File: src/rtl/memoria_pkg.sv
// Shared constants, word/address types and the power-on image of main memory.
// The cache bench imports the same image so every reference model starts from identical contents.
package memoria_pkg;

    localparam int ADDR_W = 4;
    localparam int DATA_W = 3;
    localparam int DEPTH  = 16;

    typedef logic [ADDR_W-1:0] mem_addr_t;
    typedef logic [DATA_W-1:0] mem_word_t;

    localparam mem_word_t MEM_INIT [16] = '{
        3'b111, 3'b011, 3'b100, 3'b111,
        3'b100, 3'b011, 3'b001, 3'b000,
        3'b001, 3'b010, 3'b011, 3'b100,
        3'b101, 3'b111, 3'b000, 3'b000
    };

    // Words beyond the 16-entry image come up as zero in larger configurations.
    function automatic mem_word_t init_word(input int idx);
        mem_word_t w;
        w = '0;
        if (idx >= 0 && idx < 16) begin
            w = MEM_INIT[idx[3:0]];
        end
        return w;
    endfunction

endpackage

File: src/rtl/memoria_principal.sv
// Single-port main-memory RAM behind the cache: shared address, one-cycle registered read.
// A write also drives the written word onto q on the same edge; no handshake, one access per cycle.
module memoria_principal
    import memoria_pkg::*;
#(
    parameter int ADDR_W = memoria_pkg::ADDR_W,
    parameter int DATA_W = memoria_pkg::DATA_W,
    parameter int DEPTH  = memoria_pkg::DEPTH
) (
    input  logic [ADDR_W-1:0] address,
    input  logic              clock,
    input  logic [DATA_W-1:0] data,
    input  logic              wren,
    output logic [DATA_W-1:0] q,
    input  logic              reset_n
);

    logic [DATA_W-1:0] mem [DEPTH];

    // An unknown wren falls through to the read branch, so the array is never overwritten by X.
    always_ff @(posedge clock or negedge reset_n) begin
        if (!reset_n) begin
            q <= '0;
            for (int i = 0; i < DEPTH; i++) begin
                mem[i] <= DATA_W'(init_word(i));
            end
        end else if (wren) begin
            mem[address] <= data;
            q            <= data;
        end else begin
            q <= mem[address];
        end
    end

endmodule

File: config.mk
export PLATFORM = sky130hd
export DESIGN_NAME = memoria_principal
export DESIGN_NICKNAME = d
export VERILOG_FILES = /design/src/rtl/memoria_pkg.sv /design/src/rtl/memoria_principal.sv
export SDC_FILE = /design/constraint.sdc
export NUM_CORES = 1
export LEC_CHECK = 0
export ABC_AREA = 1
export ABC_CLOCK_PERIOD_IN_PS = 1150
export CAP_MARGIN = 20
export CORE_MARGIN = 3
export CORE_UTILIZATION = 35
export CTS_CLUSTER_SIZE = 28
export DETAILED_ROUTE_END_ITERATION = 8
export PLACE_DENSITY = 0.57
export SLEW_MARGIN = 20
export SYNTH_ARGS = -nofsm -noshare
export SYNTH_HDL_FRONTEND = slang
export SYNTH_SLANG_ARGS = --single-unit
File: constraint.sdc
create_clock -name clock -period 1.15 [get_ports clock]
set_input_delay 0.23 -clock clock [delete_from_list [all_inputs] [get_ports clock]]
set_output_delay 0.23 -clock clock [all_outputs]
set_load 0.01 [all_outputs]
==> flow_results.xml, run 1 <==
<?xml version="1.0" encoding="UTF-8"?>
<metrics>
  <group name="clock_network">
    <metric name="clock_tree.htree_level_count" unit="">2</metric>
    <metric name="tritoncts.num_buffers" unit="">5</metric>
    <metric name="clock_tree.buffer_depth" unit="">2</metric>
    <metric name="cts_tree" unit="">done</metric>
    <metric name="clock_sink_count" unit="">51</metric>
    <metric name="cts.root.buffer_cell" unit="">sky130_fd_sc_hd__clkbuf_8</metric>
    <metric name="insertion_delay" unit="ps">300</metric>
    <metric name="worst_setup_hold_path_clk_slew" unit="ps">90</metric>
  </group>
  <group name="yosys">
    <metric name="synth_cell_count_leaders" unit="">138 x sky130_fd_sc_hd__nand2_1, 30 x sky130_fd_sc_hd__nor2_1, 28 x sky130_fd_sc_hd__dfrtp_1, 23 x sky130_fd_sc_hd__dfstp_2, 20 x sky130_fd_sc_hd__o21ai_0</metric>
    <metric name="synth.avg_cell_area" unit="sq um">7.87</metric>
    <metric name="synth.yosys.warnings" unit="">0</metric>
    <metric name="yosys.cell_types.count" unit="">20</metric>
    <metric name="synth.area.top_cells" unit="">sky130_fd_sc_hd__dfrtp_1 28%, sky130_fd_sc_hd__dfstp_2 24%, sky130_fd_sc_hd__nand2_1 21%</metric>
    <metric name="yosys_register_bits" unit="">51</metric>
    <metric name="cell_accounting_for_the_most_synthesized_area" unit="">sky130_fd_sc_hd__dfrtp_1</metric>
    <metric name="synth_fp_nets" unit="">328</metric>
    <metric name="post_synth_instance_area" unit="sq um">2500</metric>
    <metric name="synth-main-ff-cell" unit="">sky130_fd_sc_hd__dfrtp_1</metric>
    <metric name="yosys.area.top_type_share" unit="%">28.0</metric>
    <metric name="asyncSetResetFlopFracSynth" unit="%">100</metric>
    <metric name="synth_cells" unit="">318</metric>
    <metric name="count_of_flip_flops_with_a_built_in_enable_after_synthesis" unit="">0</metric>
    <metric name="yosysSeqAreaShare" unit="%">52.2</metric>
    <metric name="synth.most_common_cell" unit="">sky130_fd_sc_hd__nand2_1</metric>
  </group>
  <group name="detailed_routing">
    <metric name="drtPass1Iterations" unit="">5</metric>
    <metric name="post_drt_wl_per_cell" unit="um">12.9</metric>
    <metric name="drt-total-wl" unit="um">5850</metric>
    <metric name="final_antenna_net_count" unit="">0</metric>
    <metric name="via_per_inst" unit="">4.61</metric>
    <metric name="first_iter_violations" unit="">102</metric>
    <metric name="remaining_drc_errors" unit="">0</metric>
    <metric name="vias" unit="">2085</metric>
  </group>
  <group name="floorplan">
    <metric name="die-area" unit="sq um">8200</metric>
    <metric name="boundaryPins" unit="">13</metric>
    <metric name="core" unit="sq um">6870</metric>
    <metric name="start_util" unit="%">36.4</metric>
    <metric name="placement_rows" unit="">30</metric>
    <metric name="die_h" unit="um">90.6</metric>
    <metric name="die_w" unit="um">90.6</metric>
  </group>
  <group name="worst_setup_path">
    <metric name="regToRegStartpoint" unit="">mem[11]</metric>
    <metric name="cp_num_cells" unit="">8</metric>
    <metric name="critical_path.most_common_cell" unit="">sky130_fd_sc_hd__nand2_1</metric>
    <metric name="worst_r2r_path_depth" unit="">8</metric>
    <metric name="worstPathMaxFanout" unit="">2</metric>
    <metric name="worst_path_dominant_cell_family" unit="">flip-flops</metric>
    <metric name="crit_path_end_kind" unit="">flop</metric>
    <metric name="cp_data_arrival_time" unit="ps">1360</metric>
    <metric name="r2r_end" unit="">q[2]</metric>
    <metric name="reg2reg_slack" unit="ps">30</metric>
    <metric name="cpPeakStageDelay" unit="ps">540</metric>
    <metric name="timing.critical_path.required" unit="ps">1390</metric>
    <metric name="critical_path.cell_chain" unit="">nand2_1 -&gt; nand2_2 -&gt; nand2_1 -&gt; nand2_1 -&gt; nand2_1 -&gt; nand3_2 -&gt; nor2_1 -&gt; nor2_1</metric>
    <metric name="timing.setup.critical_path_class" unit="">flop to flop</metric>
    <metric name="critical_path_buf_inv_count" unit="">0</metric>
    <metric name="crit_slowest_cell" unit="">sky130_fd_sc_hd__dfstp_2</metric>
    <metric name="timing.critical_path.from_type" unit="">flop</metric>
  </group>
  <group name="finish">
    <metric name="finish.cell_count_without_fillers" unit="">452</metric>
    <metric name="final.fill_count" unit="">653</metric>
    <metric name="sequential_cell_area" unit="sq um">1310</metric>
    <metric name="finish.net_count" unit="">365</metric>
    <metric name="final_layout_size_suffix_gt1_share" unit="%">28.1</metric>
    <metric name="antenna_cells_inserted" unit="">0</metric>
    <metric name="multi_input_area" unit="sq um">1140</metric>
    <metric name="flow.area_growth_from_synthesis" unit="%">25.1</metric>
  </group>
  <group name="sta">
    <metric name="final.period_utilization" unit="%">97.6</metric>
    <metric name="report.final.hold_viol_count" unit="">0</metric>
    <metric name="final.setup_skew" unit="ps">2.86</metric>
    <metric name="final_max_slew_viol_count" unit="">0</metric>
    <metric name="timing_worst_slew_pin_value" unit="ps">300</metric>
    <metric name="final.min_clock_period" unit="ps">1120</metric>
    <metric name="max-slew-margin-rel" unit="%">79.9</metric>
    <metric name="unrepaired_setup_endpoints_after_global_routing" unit="">true</metric>
    <metric name="report.final.setup_viol" unit="">0</metric>
    <metric name="max_freq" unit="MHz">891</metric>
  </group>
  <group name="grt">
    <metric name="first_pass_grt_wire_length" unit="um">10200</metric>
    <metric name="grt.overflow.total" unit="">0</metric>
    <metric name="grt_start_max_net_pins" unit="">52</metric>
    <metric name="antenna_found_initial" unit="">0</metric>
    <metric name="gr-usage-all-layers" unit="%">15.2</metric>
    <metric name="vias_in_the_first_global_route" unit="">2055</metric>
  </group>
  <group name="job">
    <metric name="cap_viol_max_count" unit="">0</metric>
  </group>
  <group name="placement">
    <metric name="place.detailed.hpwl" unit="um">4020</metric>
    <metric name="dp_cells" unit="">439</metric>
    <metric name="gp_congestion" unit="">0.784</metric>
    <metric name="port_buffers" unit="">12</metric>
  </group>
  <group name="min_path">
    <metric name="hp-class" unit="">input port to async pin</metric>
  </group>
  <group name="power_and_ir_drop">
    <metric name="total_power" unit="W">0.00451</metric>
    <metric name="power.leakage" unit="nW">1.48</metric>
    <metric name="power_per_cell_area" unit="nW/um^2">1440</metric>
    <metric name="peakVddDrop" unit="uV">896</metric>
  </group>
  <group name="status">
    <metric name="run_status" unit="">finished, final reports clean</metric>
  </group>
</metrics>
==> metal layers <==
| layer | part of all wire, % | global-route usage [%] | vias to the layer above |
|---|---|---|---|
| met1 | 51 | 23.0 | 961 |
| li1 | - | - | 1091 |
| met4 | 0 | 3.19 | 0 |
| met3 | 3.7 | 2.92 | 0 |
| met2 | 45 | 22.7 | 33 |
| met5 | 0 | 0 | - |
==> area by class of cell <==
type,instances,share of cell area [%]
Sequential cell,51,41.7
Multi-Input combinational cell,244,36.6
Timing Repair Buffer,41,13.6
Tap cell,96,3.84
Clock buffer,5,2.20
Inverter,12,1.68
Clock inverter,3,0.479
==> cells in the final DEF (no fill, tap or decap), types with 3 or more instances in the layout <==
master	n
sky130_fd_sc_hd__clkbuf_8	5
sky130_fd_sc_hd__clkdlybuf4s50_1	3
sky130_fd_sc_hd__nand2_1	125
sky130_fd_sc_hd__nand4_1	3
sky130_fd_sc_hd__o21ai_0	16
sky130_fd_sc_hd__dfrtp_1	28
sky130_fd_sc_hd__nor2_4	7
sky130_fd_sc_hd__o21ai_1	14
sky130_fd_sc_hd__nor2_1	28
sky130_fd_sc_hd__clkinv_2	3
sky130_fd_sc_hd__dfstp_2	23
sky130_fd_sc_hd__buf_4	20
sky130_fd_sc_hd__buf_12	6
sky130_fd_sc_hd__inv_4	3
sky130_fd_sc_hd__nand3_1	12
sky130_fd_sc_hd__nand2_2	14
sky130_fd_sc_hd__nor3_4	3
sky130_fd_sc_hd__inv_2	6
sky130_fd_sc_hd__inv_1	3
sky130_fd_sc_hd__nand3_2	3
sky130_fd_sc_hd__a21oi_1	18
==> state kept, by name, indices dropped and copies added, names as in the netlist <==
register and cells:
q 3, mem 48
==> cell families (layout without fill, tap and decap cells) <==
kind of cell	Yosys count	count (layout)	share of synthesized area, %
compound gates	48	48	9.60
flops	51	51	52.1
simple gates	196	196	33.2
buf+inv	23	61	5.05
==> worst max path at each step <==
stage	startpoint	end	slack, ps
2_1_floorplan	address[0]	mem[12]	30
4_1_cts	address[2]	mem[11]	-50
6_report	mem[11]	q[2]	30
3_3_place_gp	address[0]	mem[28]	-600
3_5_place_dp	address[0]	mem[6]	-650
5_1_grt	mem[43]	q[1]	-40
==> metrics by stage <==
stage / hold slack [ps] / area (sq um) / worst slack [ps] / TNS [ps] / utilization (%)
2_1_floorplan: -65.6 / 2500 / 31.6 / 0 / -
3_3_place_gp: 238 / 2920 / -603 / -25580 / 42.5
3_5_place_dp: 238 / 2920 / -648 / -27190 / 42.5
4_1_cts: 441 / 3060 / -54.3 / -508 / 44.6
5_1_grt: 467 / 3130 / -39.8 / -103 / 45.6
6_report: 430 / 3130 / 27.3 / 0 / 45.6
==> worst min-delay path, delay by kind of cell <==
kind	cells	cell delay, ps
buf+inv	3	890
==> what timing repair did <==
| action | 4_1_cts | 5_1_grt |
|---|---|---|
| gates cloned | 1 | 0 |
| hold buffers | 1 | 0 |
| pin swaps | 4 | 19 |
| resized for setup | 22 | 31 |
| setup buffers | 0 | 3 |
| endpoints found under the hold margin | 28 | 0 |
| endpoints found under the setup margin | 54 | 51 |
==> where the power goes <==
part / leakage (nW) / switching (W) / internal (W)
Sequential: 0.583 / 0.000205 / 0.00230
Clock: 0.0477 / 0.000573 / 0.000418
Combinational: 0.846 / 0.000562 / 0.000455
Power figures use the tool's default switching activity.
==> run 2, diff against run 1 <==
- MAX_ROUTING_LAYER: unset -> met4
==> run 2 against run 1 <==
  * Maximum frequency rose by 0.21%
  * Final cell count unchanged
  * Sequential cell count stayed put
  * Worst setup slack gained 2.4 ps
  * Worst hold slack is essentially flat
  * Via count up 0.53%
  * Clock power hardly changed
==> flow_results.xml, run 2 (synthesis results as in run 1) <==
<?xml version="1.0" encoding="UTF-8"?>
<metrics>
  <group name="sta">
    <metric name="report.final.hold_viol_count" unit="">0</metric>
    <metric name="max-slew-margin-rel" unit="%">79.9</metric>
    <metric name="final_max_slew_viol_count" unit="">0</metric>
    <metric name="report.final.setup_viol" unit="">0</metric>
    <metric name="final.period_utilization" unit="%">97.4</metric>
    <metric name="unrepaired_setup_endpoints_after_global_routing" unit="">true</metric>
    <metric name="final.min_clock_period" unit="ps">1120</metric>
    <metric name="max_freq" unit="MHz">893</metric>
    <metric name="timing_worst_slew_pin_value" unit="ps">300</metric>
    <metric name="finalHoldWorstSlack" unit="ps">430</metric>
    <metric name="final.setup_skew" unit="ps">3.04</metric>
  </group>
  <group name="finish">
    <metric name="largest_register_ffs" unit="">48</metric>
    <metric name="antenna_cells_inserted" unit="">0</metric>
    <metric name="flow.area_growth_from_synthesis" unit="%">25.1</metric>
    <metric name="final_design_area_no_fill" unit="sq um">3130</metric>
    <metric name="finish.net_count" unit="">365</metric>
    <metric name="mostFrequentLayoutCell" unit="">sky130_fd_sc_hd__nand2_1</metric>
    <metric name="largest-register" unit="">mem</metric>
    <metric name="reg_top3" unit="">mem (48), q (3)</metric>
    <metric name="final_layout_size_suffix_gt1_share" unit="%">28.1</metric>
    <metric name="mostFrequentLayoutCells" unit="">125 x sky130_fd_sc_hd__nand2_1, 28 x sky130_fd_sc_hd__nor2_1, 28 x sky130_fd_sc_hd__dfrtp_1</metric>
  </group>
  <group name="clock_network">
    <metric name="clock_tree.buffer_depth" unit="">2</metric>
    <metric name="cts.root.buffer_cell" unit="">sky130_fd_sc_hd__clkbuf_8</metric>
    <metric name="clock_tree.htree_level_count" unit="">2</metric>
    <metric name="insertion_delay" unit="ps">300</metric>
    <metric name="tritoncts.num_buffers" unit="">5</metric>
    <metric name="cts_tree" unit="">done</metric>
    <metric name="worst_setup_hold_path_clk_slew" unit="ps">90</metric>
    <metric name="clock_sink_count" unit="">51</metric>
  </group>
  <group name="worst_setup_path">
    <metric name="cp_data_arrival_time" unit="ps">1360</metric>
    <metric name="timing.critical_path.required" unit="ps">1380</metric>
    <metric name="worst_r2r_path_depth" unit="">8</metric>
    <metric name="crit_path_end_kind" unit="">flop</metric>
    <metric name="regToRegStartpoint" unit="">mem[11]</metric>
    <metric name="timing.setup.critical_path_class" unit="">flop to flop</metric>
    <metric name="timing.critical_path.from_type" unit="">flop</metric>
    <metric name="reg2reg_slack" unit="ps">30</metric>
    <metric name="r2r_end" unit="">q[2]</metric>
    <metric name="worstPathMaxFanout" unit="">2</metric>
    <metric name="startpoint" unit="">mem[11]</metric>
  </group>
  <group name="detailed_routing">
    <metric name="remaining_drc_errors" unit="">0</metric>
    <metric name="drtPass1Iterations" unit="">5</metric>
    <metric name="final_antenna_net_count" unit="">0</metric>
    <metric name="post_drt_wl_per_cell" unit="um">13.0</metric>
    <metric name="via_per_inst" unit="">4.64</metric>
    <metric name="vias" unit="">2096</metric>
    <metric name="first_iter_violations" unit="">116</metric>
    <metric name="drt-total-wl" unit="um">5880</metric>
  </group>
  <group name="floorplan">
    <metric name="die_h" unit="um">90.6</metric>
    <metric name="placement_rows" unit="">30</metric>
    <metric name="boundaryPins" unit="">13</metric>
    <metric name="die_w" unit="um">90.6</metric>
    <metric name="core" unit="sq um">6870</metric>
    <metric name="start_util" unit="%">36.4</metric>
    <metric name="die-area" unit="sq um">8200</metric>
  </group>
  <group name="power_and_ir_drop">
    <metric name="peakVddDrop" unit="uV">896</metric>
    <metric name="power.leakage" unit="nW">1.48</metric>
    <metric name="power_per_cell_area" unit="nW/um^2">1440</metric>
  </group>
  <group name="placement">
    <metric name="place.detailed.hpwl" unit="um">4020</metric>
    <metric name="placed_area" unit="sq um">2920</metric>
    <metric name="port_buffers" unit="">12</metric>
    <metric name="gp_congestion" unit="">0.795</metric>
  </group>
  <group name="grt">
    <metric name="grt.overflow.total" unit="">0</metric>
    <metric name="vias_in_the_first_global_route" unit="">2053</metric>
    <metric name="first_pass_grt_wire_length" unit="um">10200</metric>
    <metric name="grt_start_max_net_pins" unit="">52</metric>
    <metric name="gr-usage-all-layers" unit="%">15.7</metric>
    <metric name="antenna_found_initial" unit="">0</metric>
  </group>
  <group name="min_path">
    <metric name="hp-class" unit="">input port to async pin</metric>
  </group>
  <group name="status">
    <metric name="run_status" unit="">finished, final reports clean</metric>
  </group>
  <group name="job">
    <metric name="cap_viol_max_count" unit="">0</metric>
  </group>
</metrics>
## run 2: cell counts in the layout (fill, tap and decap cells not counted)
Identical to the previous run, type by type.
## run 2: metal layers
| layer | global-route usage [%] | vias to the layer above | wire (um) |
|---|---|---|---|
| li1 | - | 1092 | - |
| met1 | 23.0 | 971 | 3020 |
| met2 | 22.7 | 31 | 2600 |
| met3 | 2.92 | 2 | 238 |
| met4 | 3.19 | 0 | 21 |
| met5 | - | - | 0 |
## run 2: how the worst max path moves through the flow
| stage | to | slack [ps] | cells after the start |
|---|---|---|---|
| after floorplan | mem[12] | 30 | 7 |
| after CTS | mem[11] | -50 | 5 |
| after detailed placement | mem[6] | -650 | 8 |
| final | q[2] | 30 | 8 |
| after global placement | mem[28] | -600 | 7 |
| after global routing | q[1] | -40 | 8 |
## run 2: metrics by stage
stage                     util, %  total power, W  cells  setup TNS, ps  worst slack (ps)
after global routing         45.6         0.00484    452           -103             -39.8
after global placement       42.5         0.00348    439         -25580              -603
final                        45.6         0.00451    452              0              29.7
after detailed placement     42.5         0.00350    439         -27190              -648
after floorplan                 -         0.00313    318              0              31.6
after CTS                    44.6         0.00451    449           -508             -54.3
## run 2: worst max-delay path, stage by stage, from the launching register on
cell,delay (ps)
sky130_fd_sc_hd__dfstp_2,540
sky130_fd_sc_hd__nand2_1,60
sky130_fd_sc_hd__nand2_2,90
sky130_fd_sc_hd__nand2_1,50
sky130_fd_sc_hd__nand2_1,50
sky130_fd_sc_hd__nand2_1,60
sky130_fd_sc_hd__nand3_2,60
sky130_fd_sc_hd__nor2_1,40
sky130_fd_sc_hd__nor2_1,90
## run 2: what timing repair did
action | in CTS | in global routing
pin swaps | 4 | 19
hold endpoints to repair | 28 | 0
hold buffers | 1 | 0
gates resized for setup | 22 | 31
endpoints found under the setup margin | 54 | 51
setup buffers | 0 | 3
cloned | 1 | 0
## run 2: layout make-up
class	count	area, sq um
fillers	653	3740
inverters	12	52.6
repair buffers	41	425
well taps	96	120
clock inverters	3	15.0
clock buffers	5	68.8
flip-flops and latches	51	1310
multi-input cells	244	1140
## run 2: power breakdown
group | leakage, nW | internal, W | switching, W
clock network | 0.0477 | 0.000418 | 0.000576
registers | 0.583 | 0.00230 | 0.000205
logic | 0.846 | 0.000455 | 0.000562
total | 1.48 | 0.00317 | 0.00134
==> run 3, diff against run 2 <==
- CTS_BUF_LIST: unset -> sky130_fd_sc_hd__clkbuf_8
- CTS_CLUSTER_DIAMETER: unset -> 150
==> results of run 3 <==
Final layout, timing and power as in run 2 (identical DEF).
